`config.mk`:
```
export PLATFORM = sky130hd
export DESIGN_NAME = dmem_arbiter
export DESIGN_NICKNAME = d
export VERILOG_FILES = /design/src/rtl/dmem_arb_pkg.sv /design/src/rtl/rr_arb2.sv /design/src/rtl/dmem_arbiter.sv
export SDC_FILE = /design/constraint.sdc
export NUM_CORES = 1
export LEC_CHECK = 0
export BUFFER_PORTS_ARGS = -buffer_cell sky130_fd_sc_hd__buf_2
export CAP_MARGIN = 20
export CORE_UTILIZATION = 49
export CTS_CLUSTER_SIZE = 16
export DETAILED_ROUTE_END_ITERATION = 8
export PLACE_DENSITY_LB_ADDON = 0.1
export SETUP_SLACK_MARGIN = 0.3
export SLEW_MARGIN = 20
export SYNTH_ARGS = -nofsm -noshare
export SYNTH_HDL_FRONTEND = slang
export SYNTH_SLANG_ARGS = --single-unit
```
`constraint.sdc`:
```
create_clock -name clk -period 3.84 [get_ports clk]
set_input_delay 0.576 -clock clk [delete_from_list [all_inputs] [get_ports clk]]
set_output_delay 0.576 -clock clk [all_outputs]
set_load 0.05 [all_outputs]
```
`src/rtl/dmem_arb_pkg.sv`:
```
// Shared types for the two-requester data-memory arbiter.
// Optional feature macro: DMEM_ARB_ALIGN_CHK_EN (misaligned-access error).
package dmem_arb_pkg;

    localparam int NUM_REQ = 2;

    typedef enum logic [1:0] {
        IDLE,
        ISSUE,
        WAIT
    } arb_state_t;

    typedef logic req_id_t;

    function automatic logic [NUM_REQ-1:0] id_onehot(req_id_t id);
        logic [NUM_REQ-1:0] v;
        v = '0;
        v[id] = 1'b1;
        return v;
    endfunction

endpackage

```
`src/rtl/rr_arb2.sv`:
```
// Two-way round-robin pick; the pointer register is held by the caller.
// Part of dmem_arbiter (see DMEM_ARB_ALIGN_CHK_EN in the top).
module rr_arb2
    import dmem_arb_pkg::*;
(
    input  logic [NUM_REQ-1:0] req,
    input  req_id_t            ptr,
    output logic               valid,
    output req_id_t            win
);

    assign valid = |req;
    assign win   = (req[0] & req[1]) ? ptr : req_id_t'(req[1]);

endmodule

```
`src/rtl/dmem_arbiter.sv`:
```
// Round-robin controller for the single-port synchronous dmem.
// Define DMEM_ARB_ALIGN_CHK_EN to reject word-misaligned accesses.
module dmem_arbiter
    import dmem_arb_pkg::*;
#(
    parameter int ADDR_W = 8,
    parameter int DATA_W = 32
) (
    input  logic                            clk,
    input  logic                            rst_n,
    input  logic [NUM_REQ-1:0]              req_i,
    input  logic [NUM_REQ-1:0]              we_i,
    input  logic [NUM_REQ-1:0][ADDR_W-1:0]  addr_i,
    input  logic [NUM_REQ-1:0][DATA_W-1:0]  wdata_i,
    output logic [NUM_REQ-1:0]              gnt_o,
    output logic [NUM_REQ-1:0]              done_o,
    output logic [NUM_REQ-1:0][DATA_W-1:0]  rdata_o,
    output logic [NUM_REQ-1:0]              err_o,
    output logic                            mem_we,
    output logic [ADDR_W-1:0]               mem_a,
    output logic [DATA_W-1:0]               mem_wd,
    input  logic [DATA_W-1:0]               mem_rd
);

    arb_state_t         state;
    req_id_t            ptr;
    req_id_t            id;
    req_id_t            win;
    logic               valid;
    logic               bad;
    logic [NUM_REQ-1:0] misal;

`ifdef DMEM_ARB_ALIGN_CHK_EN
    always_comb begin
        for (int r = 0; r < NUM_REQ; r++) begin
            misal[r] = addr_i[r][1:0] != 2'b00;
        end
    end
`else
    assign misal = '0;
`endif

    rr_arb2 u_arb (
        .req   (req_i),
        .ptr   (ptr),
        .valid (valid),
        .win   (win)
    );

    // mem_a/mem_wd double as the command registers for the access
    always_ff @(posedge clk or negedge rst_n) begin
        if (!rst_n) begin
            state   <= IDLE;
            ptr     <= 1'b0;
            id      <= 1'b0;
            bad     <= 1'b0;
            gnt_o   <= '0;
            done_o  <= '0;
            err_o   <= '0;
            rdata_o <= '0;
            mem_we  <= 1'b0;
            mem_a   <= '0;
            mem_wd  <= '0;
        end else begin
            unique case (state)
                IDLE: begin
                    done_o <= '0;
                    err_o  <= '0;
                    if (valid) begin
                        state  <= ISSUE;
                        id     <= win;
                        ptr    <= ~win;
                        bad    <= misal[win];
                        gnt_o  <= id_onehot(win);
                        mem_we <= we_i[win] & ~misal[win];
                        mem_a  <= addr_i[win];
                        mem_wd <= wdata_i[win];
                    end
                end
                ISSUE: begin
                    gnt_o  <= '0;
                    mem_we <= 1'b0;
                    state  <= WAIT;
                end
                WAIT: begin
                    state  <= IDLE;
                    done_o <= id_onehot(id);
                    err_o  <= bad ? id_onehot(id) : '0;
                    if (!bad) begin
                        rdata_o[id] <= mem_rd;
                    end
                end
                default: begin
                    state <= IDLE;
                end
            endcase
        end
    end

endmodule

```
* Word level (Yosys, flattened, before mapping)
Cells that the tools add are included.
Storage, ports and cells: logic and storage cells 57, register bits after elaboration 116, output and inout port bits 111
Operators by class: $lt $le $gt $ge 4, bitwise operators 5, reductions and logical operators 9, equal/unequal tests 3, multiplexer cells 24
Operators by type and width (count):
- $mux W32 | 3
- $bwmux W64 | 1
- $demux W32 S1 | 1
- $mux W8 | 2
- $pmux W2 S2 | 4
- $mux W1 | 7
- $mux W2 | 3
- $reduce_and A2 Y1 | 3
- $lt A1 B2 Y1 const B | 2
- $reduce_bool A2 Y1 | 2
- $not A1 Y1 | 3
- $and A1 B1 Y1 | 2
- $demux W1 S1 | 2
- $eq A2 B1 Y1 const B | 1
- $eq A2 B2 Y1 const B | 1
- $ge A1 B1 Y1 const B | 2
- $logic_and A1 B1 Y1 | 2
- $logic_not A2 Y1 | 1
- $ne A2 B1 Y1 const B | 1
- $pmux W1 S2 | 1
- $reduce_or A2 Y1 | 1

* Longest topological paths before layout
Gate-level depths: netlist of the first run.
word-level depth 8, depth in mapped cells 6, gate-level depth less buffers 4

* Modules after synthesis
Synthesis of the first run repeated with hierarchy kept, for this count alone.
Unflattened totals: cell total of the unflattened synthesis 345, area total of the unflattened synthesis 4613.2 um2
Modules (own cells, without submodules):
- dmem_arbiter | sequential area each 2827.7 um2, times used 1, cells an instance 342, area an instance 4595.7 um2
- rr_arb2 | sequential area each 0.0 um2, times used 1, cells an instance 3, area an instance 17.5 um2

* Worst setup path after synthesis of the first run
OpenSTA, ideal clock, no wires.
path type input to register, start point input port req_i[1], end point register mem_wd[19], setup time 126 ps, stages 6, slack 2193 ps, arrival 1521 ps, cells stage by stage buf_2 > nand2_1 > and3_4 > buf_6 > buf_6 > a221o_1
On the way: longest elaborated chain between the ends 4, elaborated cells between the ends (all ways) 6
Ends and longest elaborated chain:
- start, declared | RTL line dmem_arbiter.sv:11 | input logic [NUM_REQ-1:0] req_i,
- $and A1 B1 Y1 | RTL line rr_arb2.sv:13 | assign win = (req[0] & req[1]) ? ptr : req_id_t'(req[1]);
- $mux W1 | RTL line rr_arb2.sv:13
- $mux W32 (implied by the code) (2 in series) | RTL line dmem_arbiter.sv:77 | mem_wd <= wdata_i[win];
- end signal, assigned | RTL line dmem_arbiter.sv:77
- end, declared | RTL line dmem_arbiter.sv:21 | output logic [DATA_W-1:0] mem_wd,
Several ways; a longest one is shown, not always the timed one. The select of a mux whose other input is x is not followed. A chain may end at the register's enable or synchronous reset.

* Final worst setup path of the first run
start point register state[0], end point register mem_wd[13]
On the way: longest elaborated chain between the ends 2
Ends and longest elaborated chain:
- start, declared | RTL line dmem_arbiter.sv:25 | arb_state_t state;
- start signal, assigned | RTL line dmem_arbiter.sv:53 | state <= IDLE;
- start signal, assigned | RTL line dmem_arbiter.sv:70 | state <= ISSUE;
- start signal, assigned | RTL line dmem_arbiter.sv:83 | state <= WAIT;
- $logic_not A2 Y1 | RTL line dmem_arbiter.sv:65 | unique case (state)
- $reduce_and A2 Y1 (no line)
No other way between the ends.

==> flow_summary.yaml, run 1 <==
floorplanning:
  placeableCoreArea_mm2: 0.00889
  die-area_mm2: 0.00977
  initial_utilization_pct: 51.7
  io-pin-count: 229
  chipWidth_um: 98.8
  die_y_um: 98.8
  std_cell_rows: 34
detailed_routing:
  route.detailed.vias_per_inst: 5.40
  ant_nets: 0
  routed-via-count: 3584
  wl_per_cell_um: 16.8
  totalWireLength_um: 11200
  drc: 0
  dr.pass1.iters: 4
  initialDrtViolationCount: 69
setup_path:
  reg2reg_to: "mem_wd[13]$_DFFE_PN0P_"
  timing.critical_path.fanout_max: 44
  r2r_slack_ps: 1540
  rr_worst_depth: 4
  worst_reg2reg_path_startpoint: "state[0]$_DFFE_PN0P_"
  required_ps: 4270
  critical_path.startpoint_type: "flip-flop"
  worstPathArrival_ps: 2730
  critical_path_end_type: "flip-flop"
  timing.setup.critical_path_class: "reg2reg"
cells_and_area:
  layout_common_cells: "sky130_fd_sc_hd__buf_2 (225), sky130_fd_sc_hd__dfrtp_1 (113), sky130_fd_sc_hd__mux2_2 (62)"
  num-nets-final: 661
  layout_commonest_cell: "sky130_fd_sc_hd__buf_2"
  n_antenna_cell: 0
  post_route_cells_drive_above_1_share_pct: 58.6
  register_area_mm2: 0.00283
  stdcell_count: 664
  multiInputGateArea_mm2: 0.00161
  area_delta_synth_final_pct: 37.2
  fillerInstances: 678
yosys:
  synth.area.top_cells: "sky130_fd_sc_hd__dfrtp_1 (62%), sky130_fd_sc_hd__mux2_2 (15%), sky130_fd_sc_hd__a221o_1 (8.3%)"
  synth.yosys.seq_area_share_pct: 61.6
  yosys_warning_total: 0
  syn_avg_cell_area_um2: 14.4
  yosys_register_bits: 113
  post-synth-top-area-cell: "sky130_fd_sc_hd__dfrtp_1"
  synth.distinct_cells: 29
  synth.cell_area_mm2: 0.00459
  netlist_instances: 319
  synth_top_area_share_pct: 61.6
global_route:
  pin_count_of_the_biggest_net_entering_global_routing: 82
  groute.usage.overall_pct: 23.7
  antenna_found_initial: 0
  wire_length_of_the_first_global_routing_pass_um: 17700
  first_global_vias: 3590
  grt.overflow.total: 0
placed_design:
  place.detailed.instances: 632
  gp_congestion: 0.751
  dpl_hpwl_um: 7720
  place.port_buffers: 226
timing:
  post-route-min-period_ps: 2300
  final-hold-violation-count: 0
  fin_hold_ws_ps: 117
  final_skew_ps: 7.03
  max_freq_ghz: 0.436
  timing.slew.headroom_pct: 44.2
  worst-slew-pin-transition_ps: 836
  setup_violation_total_in_the_final_timing_report: 0
  fin_tns_setup_ps: 0
  period_share_pct: 59.8
  timing_max_transition_violations_final: 0
  grt_setup_unrepaired: "no"
hold_path:
  timing.hold.worst.class: "in2async"
clocking:
  ctsHtreeMaxLevel: 4
  clock_sinks: 113
  cts_made_buffers: 17
  clock_pin_slew_worst_setup_and_hold_paths_ps: 50
  clockBufferDepth: 2
  ctsRootBufferMaster: "sky130_fd_sc_hd__clkbuf_8"
  cts_tree: "built"
  postCtsSetupBuffers: 0
  cts_hold_buffers: 0
  cts_repair_resize_count: 0
  skew_pair_late_insertion_delay_ps: 490
status:
  outcome: "complete, no violations"
flow_run:
  max-cap-violations: 0
[cell families (layout without fill, tap and decap cells)]
kind of cell | Yosys count | in the layout | synth area share (%)
AO/OA/AOI/OAI | 90 | 90 | 16.3
buffers and inverters | 30 | 266 | 3.43
flip-flops | 113 | 113 | 61.6
multiplexers | 64 | 64 | 15.7
other | 1 | 2 | 0.0816
AND/OR/NAND/NOR | 21 | 21 | 2.91
[registers in the layout (all words and copies together) (netlist names)]
name	cells
mem_a	8
id	1
gnt_o	2
mem_we	1
rdata_o	64
done_o	2
mem_wd	32
ptr	1
state	2
[how the worst max path moves through the flow]
stage | slack [ps] | startpoint | to
after floorplan | 2190 | req_i[1] | mem_wd[19]$_DFFE_PN0P_
after global placement | 1610 | state[0]$_DFFE_PN0P_ | mem_wd[9]$_DFFE_PN0P_
after detailed placement | 1560 | state[0]$_DFFE_PN0P_ | mem_wd[13]$_DFFE_PN0P_
after CTS | 1560 | state[0]$_DFFE_PN0P_ | mem_wd[13]$_DFFE_PN0P_
after global routing | 1370 | state[0]$_DFFE_PN0P_ | mem_wd[24]$_DFFE_PN0P_
final | 1540 | state[0]$_DFFE_PN0P_ | mem_wd[13]$_DFFE_PN0P_
[final cells by class]
type | instances | area share, %
sequential | 113 | 44.9
multi-input combinational | 177 | 25.6
tap | 108 | 2.14
inverter | 3 | 0.179
clock inverter | 10 | 1.37
timing repair buffer | 231 | 18.6
clock buffer | 22 | 7.19
[cells in the mapped netlist]
library cell and count:
sky130_fd_sc_hd__inv_1 3, sky130_fd_sc_hd__nor2_1 3, sky130_fd_sc_hd__buf_4 5, sky130_fd_sc_hd__and3_4 1, sky130_fd_sc_hd__conb_1 1, sky130_fd_sc_hd__or2_2 1, sky130_fd_sc_hd__nand3b_1 1, sky130_fd_sc_hd__a21o_1 3
sky130_fd_sc_hd__nor3b_4 1, sky130_fd_sc_hd__nand2b_1 2, sky130_fd_sc_hd__a21oi_1 2, sky130_fd_sc_hd__nor2_4 1, sky130_fd_sc_hd__nand2_1 4, sky130_fd_sc_hd__nand3_1 2, sky130_fd_sc_hd__a21boi_0 38, sky130_fd_sc_hd__o311ai_0 1
sky130_fd_sc_hd__buf_2 9, sky130_fd_sc_hd__a31oi_1 2, sky130_fd_sc_hd__nor3_1 1, sky130_fd_sc_hd__and3_1 1, sky130_fd_sc_hd__o21ai_0 6, sky130_fd_sc_hd__clkbuf_1 11, sky130_fd_sc_hd__a221o_1 38, sky130_fd_sc_hd__mux2_2 62
sky130_fd_sc_hd__buf_6 2, sky130_fd_sc_hd__dfrtp_1 113, sky130_fd_sc_hd__nand4_1 1, sky130_fd_sc_hd__nor2b_1 2, sky130_fd_sc_hd__mux2_1 2
[worst max-delay path, stage by stage (launching register included)]
cell,delay (ps)
sky130_fd_sc_hd__dfrtp_1,490
sky130_fd_sc_hd__nor2_4,690
sky130_fd_sc_hd__and3_1,430
sky130_fd_sc_hd__buf_4,390
sky130_fd_sc_hd__a221o_1,210
[stage by stage]
stage               area, um2  utilization (%)  worst slack, ps
floorplan                4600                -             2190
global placement         5760             64.7             1610
detailed placement       5760             64.7             1560
CTS                      6300             70.8             1560
global route             6300             70.9             1370
finish                   6300             70.9             1540
[per-layer routing]
| metal | share of wire (%) | up-vias | GRT usage, % |
|---|---|---|---|
| met5 | 0 | - | 0 |
| met4 | 1.8 | 0 | 8.38 |
| met3 | 6.9 | 19 | 7.66 |
| met2 | 51 | 170 | 41.3 |
| met1 | 40 | 1749 | 27.4 |
| li1 | - | 1646 | - |
Power of run 1 is not shown: default switching activity piles up to over one toggle a cycle in this logic, so the estimate is an artifact.
==> run 2: changes to the inputs <==
--- a/config.mk
+++ b/config.mk
@@ -7,7 +7,7 @@
 export LEC_CHECK = 0
 export BUFFER_PORTS_ARGS = -buffer_cell sky130_fd_sc_hd__buf_2
 export CAP_MARGIN = 20
-export CORE_UTILIZATION = 49
+export CORE_UTILIZATION = 46
 export CTS_CLUSTER_SIZE = 16
 export DETAILED_ROUTE_END_ITERATION = 8
 export PLACE_DENSITY_LB_ADDON = 0.1
==> constraint.sdc (replaced) <==
create_clock -name clk -period 2.3 [get_ports clk]
set_input_delay 0.345 -clock clk [delete_from_list [all_inputs] [get_ports clk]]
set_output_delay 0.345 -clock clk [all_outputs]
set_load 0.05 [all_outputs]
==> flow_summary.yaml, run 2 (same netlist as run 1, synthesis figures left out) <==
cells_and_area:
  n_antenna_cell: 0
  largestRegisters: "rdata_o: 64 flops, mem_wd: 32 flops, mem_a: 8 flops"
  register_containing_the_most_flip_flops_in_the_final_layout: "rdata_o"
  layout_commonest_cell: "sky130_fd_sc_hd__buf_2"
  area_delta_synth_final_pct: 39.7
  num-nets-final: 664
  layout_common_cells: "sky130_fd_sc_hd__buf_2 (225), sky130_fd_sc_hd__dfrtp_1 (113), sky130_fd_sc_hd__mux2_2 (62)"
  post_route_cells_drive_above_1_share_pct: 58.2
  largest_register_ff_count: 64
setup_path:
  worstPathArrival_ps: 2220
  critical_path_end_type: "flip-flop"
  timing.critical_path.fanout_max: 33
  required_ps: 2740
  crit_slowest_cell: "sky130_fd_sc_hd__dfrtp_1"
  critical_path.max_stage_delay_ps: 490
  critical_path.startpoint_type: "flip-flop"
  timing.setup.critical_path_class: "reg2reg"
  cell_chain_critical_path: "nor2_4 -> and3_1 -> buf_12 -> a221o_1"
global_route:
  pin_count_of_the_biggest_net_entering_global_routing: 59
  wire_length_of_the_first_global_routing_pass_um: 17300
  antenna_found_initial: 0
  first_global_vias: 3531
  groute.usage.overall_pct: 22.1
  grt.overflow.total: 0
detailed_routing:
  route.detailed.vias_per_inst: 5.21
  ant_nets: 0
  dr.pass1.iters: 4
  initialDrtViolationCount: 109
  wl_per_cell_um: 16.0
  routed-via-count: 3599
  totalWireLength_um: 11100
  drc: 0
placed_design:
  place.port_buffers: 226
  dpl_hpwl_um: 7780
  gp_congestion: 0.824
timing:
  fin_hold_ws_ps: 69.4
  final_skew_ps: 7.01
  final-hold-violation-count: 0
  setup_violation_total_in_the_final_timing_report: 0
  max_freq_ghz: 0.561
  timing.slew.headroom_pct: 56.0
  period_share_pct: 77.5
  timing_max_transition_violations_final: 0
  worst-slew-pin-transition_ps: 660
  grt_setup_unrepaired: "no"
  post-route-min-period_ps: 1780
  fin_tns_setup_ps: 0
hold_path:
  timing.hold.worst.class: "in2reg"
floorplanning:
  io-pin-count: 229
  initial_utilization_pct: 47.2
  chipWidth_um: 102
  std_cell_rows: 36
  die-area_mm2: 0.0104
  die_y_um: 102
  placeableCoreArea_mm2: 0.00973
clocking:
  clock_pin_slew_worst_setup_and_hold_paths_ps: 50
  cts_tree: "built"
  ctsRootBufferMaster: "sky130_fd_sc_hd__clkbuf_8"
  skew_pair_late_insertion_delay_ps: 500
  postCtsSetupBuffers: 0
  clock_sinks: 113
  cts_made_buffers: 17
  clockBufferDepth: 2
  ctsHtreeMaxLevel: 4
flow_run:
  max-cap-violations: 0
status:
  outcome: "complete, no violations"
-- run 2: routing by layer --
metal	vias up	wire length [um]	part of all wire (%)	GRT usage (%)
met5	-	0	0	0
met4	0	205	1.9	9.89
met3	14	871	7.9	7.66
met2	164	5310	48	35.4
met1	1767	4670	42	27.2
li1	1654	-	-	-
-- run 2: repair_timing --
action | in CTS | in global routing
gates resized for setup | 0 | 0
hold buffers | 1 | 0
hold endpoints to repair | 35 | 0
-- run 2: worst max-delay path, delay by kind of cell (launching register included) --
kind                   cells  cell delay, ps
flip-flops                 1             490
AO/OA/AOI/OAI              1             170
AND/OR/NAND/NOR            2             800
buffers and inverters      1             240
-- run 2: per-stage QoR --
stage,instance area (um2),setup WS [ps],cells,util [%]
3_5_place_dp,5850,475,659,60.2
6_report,6420,517,691,66.0
4_1_cts,6420,526,691,66.0
5_1_grt,6420,395,691,66.0
2_1_floorplan,4600,838,320,-
3_3_place_gp,5850,570,659,60.2
-- run 2: path summary, 6_finish.rpt --
kind | from | to | slack, ps | cells past startpoint
worst max-delay path | state[0]$_DFFE_PN0P_ | mem_wd[23]$_DFFE_PN0P_ | 520 | 4
worst min-delay path | wdata_i[35] | mem_wd[3]$_DFFE_PN0P_ | 70 | 2
worst max register to register | state[0]$_DFFE_PN0P_ | mem_wd[23]$_DFFE_PN0P_ | 520 | 4
worst min register to register | done_o[0]$_DFFE_PN0P_ | done_o[0]$_DFFE_PN0P_ | 470 | 1
max in group asynchronous | rst_n | rdata_o[13]$_DFFE_PN0P_ | 1280 | 3
min in group asynchronous | rst_n | rdata_o[40]$_DFFE_PN0P_ | 350 | 2
-- run 2: layout make-up --
type	instances	area [um2]
fill	791	3310
timing repair buffer	234	1250
clock buffer	25	474
clock inverter	6	80.1
inverter	3	11.3
tap	133	166
multi-input combinational	177	1610
sequential	113	2830
Power of run 2 is left out for the same reason.
